===== config.mk =====
export PLATFORM = sky130hd
export DESIGN_NAME = fetch_pc_unit
export DESIGN_NICKNAME = d
export VERILOG_FILES = /design/src/rtl/fetch_pc_unit.sv
export SDC_FILE = /design/constraint.sdc
export NUM_CORES = 1
export LEC_CHECK = 0
export BUFFER_PORTS_ARGS = -buffer_cell sky130_fd_sc_hd__buf_2
export CAP_MARGIN = 20
export CORE_AREA = 2 2 123 125
export CTS_CLUSTER_DIAMETER = 60
export DETAILED_ROUTE_END_ITERATION = 16
export DIE_AREA = 0 0 125 127
export PLACE_DENSITY_LB_ADDON = 0.15
export RECOVER_POWER = 100
export SLEW_MARGIN = 10
export SYNTH_ARGS = -nofsm -noshare
export SYNTH_HDL_FRONTEND = slang
export SYNTH_SLANG_ARGS = --single-unit

===== constraint.sdc =====
create_clock -name clk -period 3.05 [get_ports clk]
set_input_delay 0.305 -clock clk [delete_from_list [all_inputs] [get_ports clk]]
set_output_delay 0.305 -clock clk [all_outputs]
set_load 0.005 [all_outputs]

===== src/rtl/fetch_pc_unit.sv =====
// Instruction-fetch PC unit: owns the PC and tracks which fetched word is on the imem output.
// Optional PC range check is enabled by defining PC_BOUND_CHECK_EN.
//
// state   | meaning
// --------+----------------------------------------------------------
// ST_RUN  | fetching: advance, stall, or redirect the PC
// ST_HALT | fetch stopped; only reset leaves this state
module fetch_pc_unit #(
   parameter int              PC_W       = 32,
   parameter logic [PC_W-1:0] RESET_PC   = '0,
   parameter int              IMEM_DEPTH = 11
) (
   input  logic            clk,
   input  logic            rst_n,
   input  logic            in_stall,
   input  logic            in_redirect,
   input  logic [PC_W-1:0] in_target,
   input  logic            in_halt,
   output logic [PC_W-1:0] out_pc,
   output logic [PC_W-1:0] out_inst_pc,
   output logic            out_inst_valid,
   output logic            out_halted,
   output logic [31:0]     out_fetch_count,
   output logic            out_fault
);

   typedef enum logic {
      ST_RUN  = 1'b0,
      ST_HALT = 1'b1
   } state_t;

   state_t          state_q, state_d;
   logic [PC_W-1:0] pc_q, pc_d;
   logic [PC_W-1:0] inst_pc_q, inst_pc_d;
   logic            inst_valid_q, inst_valid_d;
   logic [31:0]     count_q, count_d;
   logic [PC_W-1:0] next_pc;
   logic            load_pc;

`ifdef PC_BOUND_CHECK_EN
   localparam logic [PC_W-1:0] DEPTH_LIM = PC_W'(IMEM_DEPTH);
   logic            fault_q, fault_d;
`endif

   always_comb begin
      state_d      = state_q;
      pc_d         = pc_q;
      inst_pc_d    = inst_pc_q;
      inst_valid_d = inst_valid_q;
      count_d      = count_q;
      next_pc      = pc_q + PC_W'(1);
      load_pc      = 1'b0;
`ifdef PC_BOUND_CHECK_EN
      fault_d      = fault_q;
`endif

      // A valid word is consumed whenever decode is not stalling us.
      if (state_q == ST_RUN && inst_valid_q && !in_stall) begin
         count_d = count_q + 32'd1;
      end

      if (state_q == ST_HALT) begin
         inst_valid_d = 1'b0;
      end else if (in_halt) begin
         state_d      = ST_HALT;
         inst_valid_d = 1'b0;
      end else if (in_redirect) begin
         // The word sampled at this edge is wrong-path: report it, but squashed.
         next_pc      = in_target;
         load_pc      = 1'b1;
         inst_pc_d    = pc_q;
         inst_valid_d = 1'b0;
      end else if (!in_stall) begin
         load_pc      = 1'b1;
         inst_pc_d    = pc_q;
         inst_valid_d = 1'b1;
      end

      if (load_pc) begin
`ifdef PC_BOUND_CHECK_EN
         if (next_pc >= DEPTH_LIM) begin
            state_d = ST_HALT;
            fault_d = 1'b1;
         end else begin
            pc_d = next_pc;
         end
`else
         pc_d = next_pc;
`endif
      end
   end

   always_ff @(posedge clk) begin
      if (!rst_n) begin
         state_q      <= ST_RUN;
         pc_q         <= RESET_PC;
         inst_pc_q    <= RESET_PC;
         inst_valid_q <= 1'b0;
         count_q      <= 32'd0;
      end else begin
         state_q      <= state_d;
         pc_q         <= pc_d;
         inst_pc_q    <= inst_pc_d;
         inst_valid_q <= inst_valid_d;
         count_q      <= count_d;
      end
   end

`ifdef PC_BOUND_CHECK_EN
   always_ff @(posedge clk) begin
      if (!rst_n) begin
         fault_q <= 1'b0;
      end else begin
         fault_q <= fault_d;
      end
   end
   assign out_fault = fault_q;
`else
   assign out_fault = 1'b0;
`endif

   assign out_pc          = pc_q;
   assign out_inst_pc     = inst_pc_q;
   assign out_inst_valid  = inst_valid_q;
   assign out_halted      = (state_q == ST_HALT);
   assign out_fetch_count = count_q;

endmodule


# Yosys cells after proc, flatten, opt, wreduce, memory -nomap -nowiden
# Cells that the tools add are included.
totals:
  reg_bits: 98
  input_bits: 37
  output_inout_bits: 99
  word_cells: 27
op_classes:
  add_sub_neg: 2
  eq_ne: 1
  mux: 11
  n_bitwise: 3
  n_reduce_logical: 5
ops:
  columns: ["operator", "count"]
  rows:
  - ["two-way mux 32 bit", 5]
  - ["adder 32 x 1 -> 32 bit (second input constant)", 2]
  - ["two-way mux 1 bit", 6]
  - ["OR reduction 4 bit", 1]
  - ["NOT 1 bit", 3]
  - ["AND reduction 3 bit", 1]
  - ["logical AND 1 bit", 2]
  - ["inequality test 2 x 1 -> 1 bit (second input constant)", 1]
  - ["zero test 1 bit", 1]

# Depth between registers and ports, before layout
logic_depth:
  depth_word: 4
  ltp_mapped: 8
  depth_no_buf: 6

# Worst setup path before layout
# Ideal clock, no wire load.
synth_timing:
  kind: "flip-flop to flip-flop"
  startpoint: "register pc_q[0] (netlist: out_pc[0])"
  endpoint: "register pc_q[22] (netlist: out_pc[22])"
  setup_time_ns: 0.091
  arrival_time_ns: 1.732
  required_time_ns: 2.959
  slack_ns: 1.227
  path_stages_with_launch: 9
  cell_sequence: "dfxtp_1 -> ha_1 -> nand4_1 -> or2_2 -> buf_2 -> buf_6 -> nor2_4 -> nor3_1 -> a311oi_1"
synth_via:
  elab_chain_cells: 4
synth_lines:
  columns: ["item", "line", "text"]
  rows:
  - ["start: declaration", "33", "logic [PC_W-1:0] pc_q, pc_d;"]
  - ["start signal: assignment", "102", "pc_q <= pc_d;"]
  - ["adder 32 x 1 -> 32 bit (*)", "51", "next_pc = pc_q + PC_W'(1);"]
  - ["two-way mux 32 bit", "67", "end else if (in_redirect) begin"]
  - ["two-way mux 32 bit", "64", "end else if (in_halt) begin"]
  - ["two-way mux 32 bit (*)", "62", "if (state_q == ST_HALT) begin"]
# Every way passes the cells marked *; elsewhere a longest branch is shown, timed or not.
# A chain may end at the register's enable or synchronous reset.

# Worst setup path after layout
layout_timing:
  startpoint: "register pc_q[0] (netlist: out_pc[0])"
  endpoint: "register pc_q[14] (netlist: out_pc[14])"
# The elaborated chain is that of the path after synthesis.

==> impl_metrics.py <==
metrics = {
    "setup_path": {
        "critical-path-max-stage-delay_ns": 0.82,
        "start_kind": "register",
        "crit_path_end_kind": "register",
        "worstPathMaxFanout": 14,
        "worstPathRequired_ns": 3.20,
        "crit_chain": "ha_1, nand4_1, or2_0, nor2_1, a311oi_1, a211oi_1",
        "crit_type": "reg2reg",
        "cpMaxStageDelayCell": "or2_0",
        "cp.arrival_ns": 2.52,
    },
    "final_layout": {
        "mostFrequentLayoutCells": "100 x buf_2, 98 x dfxtp_1, 96 x nand2_1",
        "regArea_mm2": 0.00196,
        "fin_util_pct": 39.5,
        "layout.nets": 713,
        "layout-drive-gt1-share_pct": 21.2,
        "syn2layout_area_growth_pct": 21.8,
        "multi_input_area_mm2": 0.00246,
        "fill_cells": 1555,
        "final_common_cell": "buf_2",
        "antenna_cells": 0,
    },
    "clocking": {
        "cts_tree": "built",
        "cts_hold_buf": 0,
        "path_clk_slew_ns": 0.07,
        "cts_htree_levels": 3,
        "cts_setup_buffers": 0,
        "cts_sinks": 98,
        "clock_path_buffers": 2,
        "cts_resized": 0,
        "cts_root_buffer": "clkbuf_16",
        "numCtsBuffers": 9,
        "clk_latency_ns": 0.35,
    },
    "grt": {
        "grt_pass1_vias": 4262,
        "grt_usage_pct": 17.2,
        "gr-total-overflow": 0,
        "grt_max_degree": 50,
        "grt_first_pass_wirelength_um": 22200,
        "antenna_found_initial": 2,
    },
    "routing": {
        "drtAntennaViolNets": 0,
        "drt_pass1_iterations": 4,
        "drt-initial-drc-count": 304,
        "vias": 4533,
        "drc_errors": 0,
        "wl_um": 14000,
        "routed_via_density": 5.25,
        "wire_per_inst_um": 16.2,
    },
    "run": {
        "drv_cap": 1,
    },
    "timing": {
        "fin_crit_sh_pct": 77.7,
        "min_period_ns": 2.37,
        "final-hold-violation-count": 0,
        "fmax_ghz": 0.422,
        "maxSlewHeadroom_pct": -8.40,
        "tightest_slew_ns": 1.62,
        "setup_viol": 0,
        "tns_ns": 0,
        "rsz0062_at_grt": "no",
        "whs_ns": 0.247,
        "drv_slew": 50,
        "finalClockSkew_ns": 0.00923,
    },
    "floorplan": {
        "start_util_pct": 32.4,
        "core_mm2": 0.0144,
        "die_y_um": 127,
        "core.rowCount": 44,
        "dieArea_mm2": 0.0159,
        "die_x_um": 125,
        "io_pins": 136,
    },
    "status": {
        "violations": "capacitance limit, slew limit",
        "outcome": "finished, violations left",
    },
    "synthesis": {
        "synth-main-ff-cell": "dfxtp_1",
        "synthTopCellsByArea": "dfxtp_1 42%, nand2_1 7.7%, a21oi_1 4.9%",
        "synth_seq_cells": 98,
        "synthArstFlopShare_pct": 0,
        "yosysSeqAreaShare_pct": 41.9,
        "synth_cells": 556,
        "ys_types": 68,
        "synth_edf_count": 0,
        "synth_top_area_share_pct": 41.9,
        "syn_nets": 595,
        "synth.cell_area_mm2": 0.00468,
        "synth_top_area_cell": "dfxtp_1",
        "syn_avg_cell_area_um2": 8.42,
        "yosys_warnings": 0,
    },
    "pwr": {
        "clkPwrFrac_pct": 44.0,
        "power_density_mw_per_mm2": 494,
        "seq_power_share_pct": 48.1,
        "p_int_uw": 2140,
        "power_leakage_uw": 0.00215,
        "switchingPower_uw": 679,
        "ir_drop_mv": 0.247,
        "swShare_pct": 24.1,
        "combPwrFrac_pct": 8.0,
    },
    "worst_hold_path": {
        "worstHoldPathType": "in2reg",
    },
    "place": {
        "hpwl_um": 9890,
        "numPortBuffers": 134,
        "globalplace.congestion": 0.787,
    },
}
==> stage by stage <==
| stage | instance area [um^2] | setup WS [ns] | power (uW) | instances |
|---|---|---|---|---|
| 3_5_place_dp | 5470 | 1.00 | 1610 | 847 |
| 5_1_grt | 5700 | 0.426 | 2920 | 863 |
| 4_1_cts | 5790 | 0.999 | 2850 | 863 |
| 6_report | 5700 | 0.682 | 2810 | 863 |
| 3_3_place_gp | 5470 | 1.10 | 1610 | 847 |
| 2_1_floorplan | 4680 | 1.23 | 1510 | 556 |
==> worst paths after layout <==
check	startpoint	to	slack (ns)	cells past startpoint
worst max-delay path	out_pc[0]$_SDFFE_PN0P_	out_pc[14]$_SDFFE_PN0P_	0.68	6
worst min-delay path	in_target[27]	out_pc[27]$_SDFFE_PN0P_	0.25	3
worst max register to register	out_pc[0]$_SDFFE_PN0P_	out_pc[14]$_SDFFE_PN0P_	0.68	6
worst min register to register	out_inst_pc[25]$_SDFFE_PN0P_	out_inst_pc[25]$_SDFFE_PN0P_	0.45	2
==> kinds of logic after synthesis <==
group,Yosys count,share of synthesized area (%)
AND/OR/NAND/NOR,260,29.1
AO/OA/AOI/OAI,116,16.6
flip-flops,98,41.9
buffers and inverters,43,4.92
XOR/XNOR,31,5.80
multiplexers,5,1.07
adder cells (fa/ha/maj),2,0.535
other,1,0.0801
==> flip-flops by register name, indices dropped and copies added (netlist names) <==
signal,count
out_fetch_count,32
out_halted,1
out_inst_pc,32
out_inst_valid,1
out_pc,32
==> layer usage <==
metal | up-vias | GRT usage, % | wire, um
li1 | 2229 | - | -
met1 | 2159 | 22.5 | 6420
met2 | 128 | 28.0 | 6510
met3 | 15 | 4.73 | 887
met4 | 2 | 4.97 | 182
met5 | - | 0 | 13
==> area by class of cell <==
class | instances | area share (%)
clock inverters | 5 | 1.36
flip-flops and latches | 98 | 34.4
clock buffers | 11 | 4.26
inverters | 7 | 0.461
well taps | 184 | 4.04
repair buffers | 143 | 12.3
multi-input cells | 415 | 43.2
==> power by group through the flow <==
stage | sequential, uW | clock, uW | combinational, uW
3_5_place_dp | 1380 | 0 | 232
5_1_grt | 1360 | 1320 | 248
2_1_floorplan | 1370 | 0 | 134
3_3_place_gp | 1380 | 0 | 230
6_report | 1350 | 1240 | 224
4_1_cts | 1350 | 1270 | 234
==> cells in the mapped netlist, types with 10 or more instances <==
master,number
dfxtp_1,98
nand2_1,96
nor2_1,50
a21oi_1,46
nor3_1,27
clkbuf_1,19
o21ai_0,17
nand4_1,16
xnor2_1,16
xor2_1,15
nand3_1,14
a311oi_1,11
a211oi_1,10
==> critical path, delay by kind of cell (launching register included) <==
family | cells | cell delay [ns]
adders and majority gates | 1 | 0.26
DFF | 1 | 0.36
AOI/OAI and AO/OA | 2 | 0.41
and+or+nand+nor | 3 | 1.16
No activity file was read; power rests on OpenSTA's default activity.
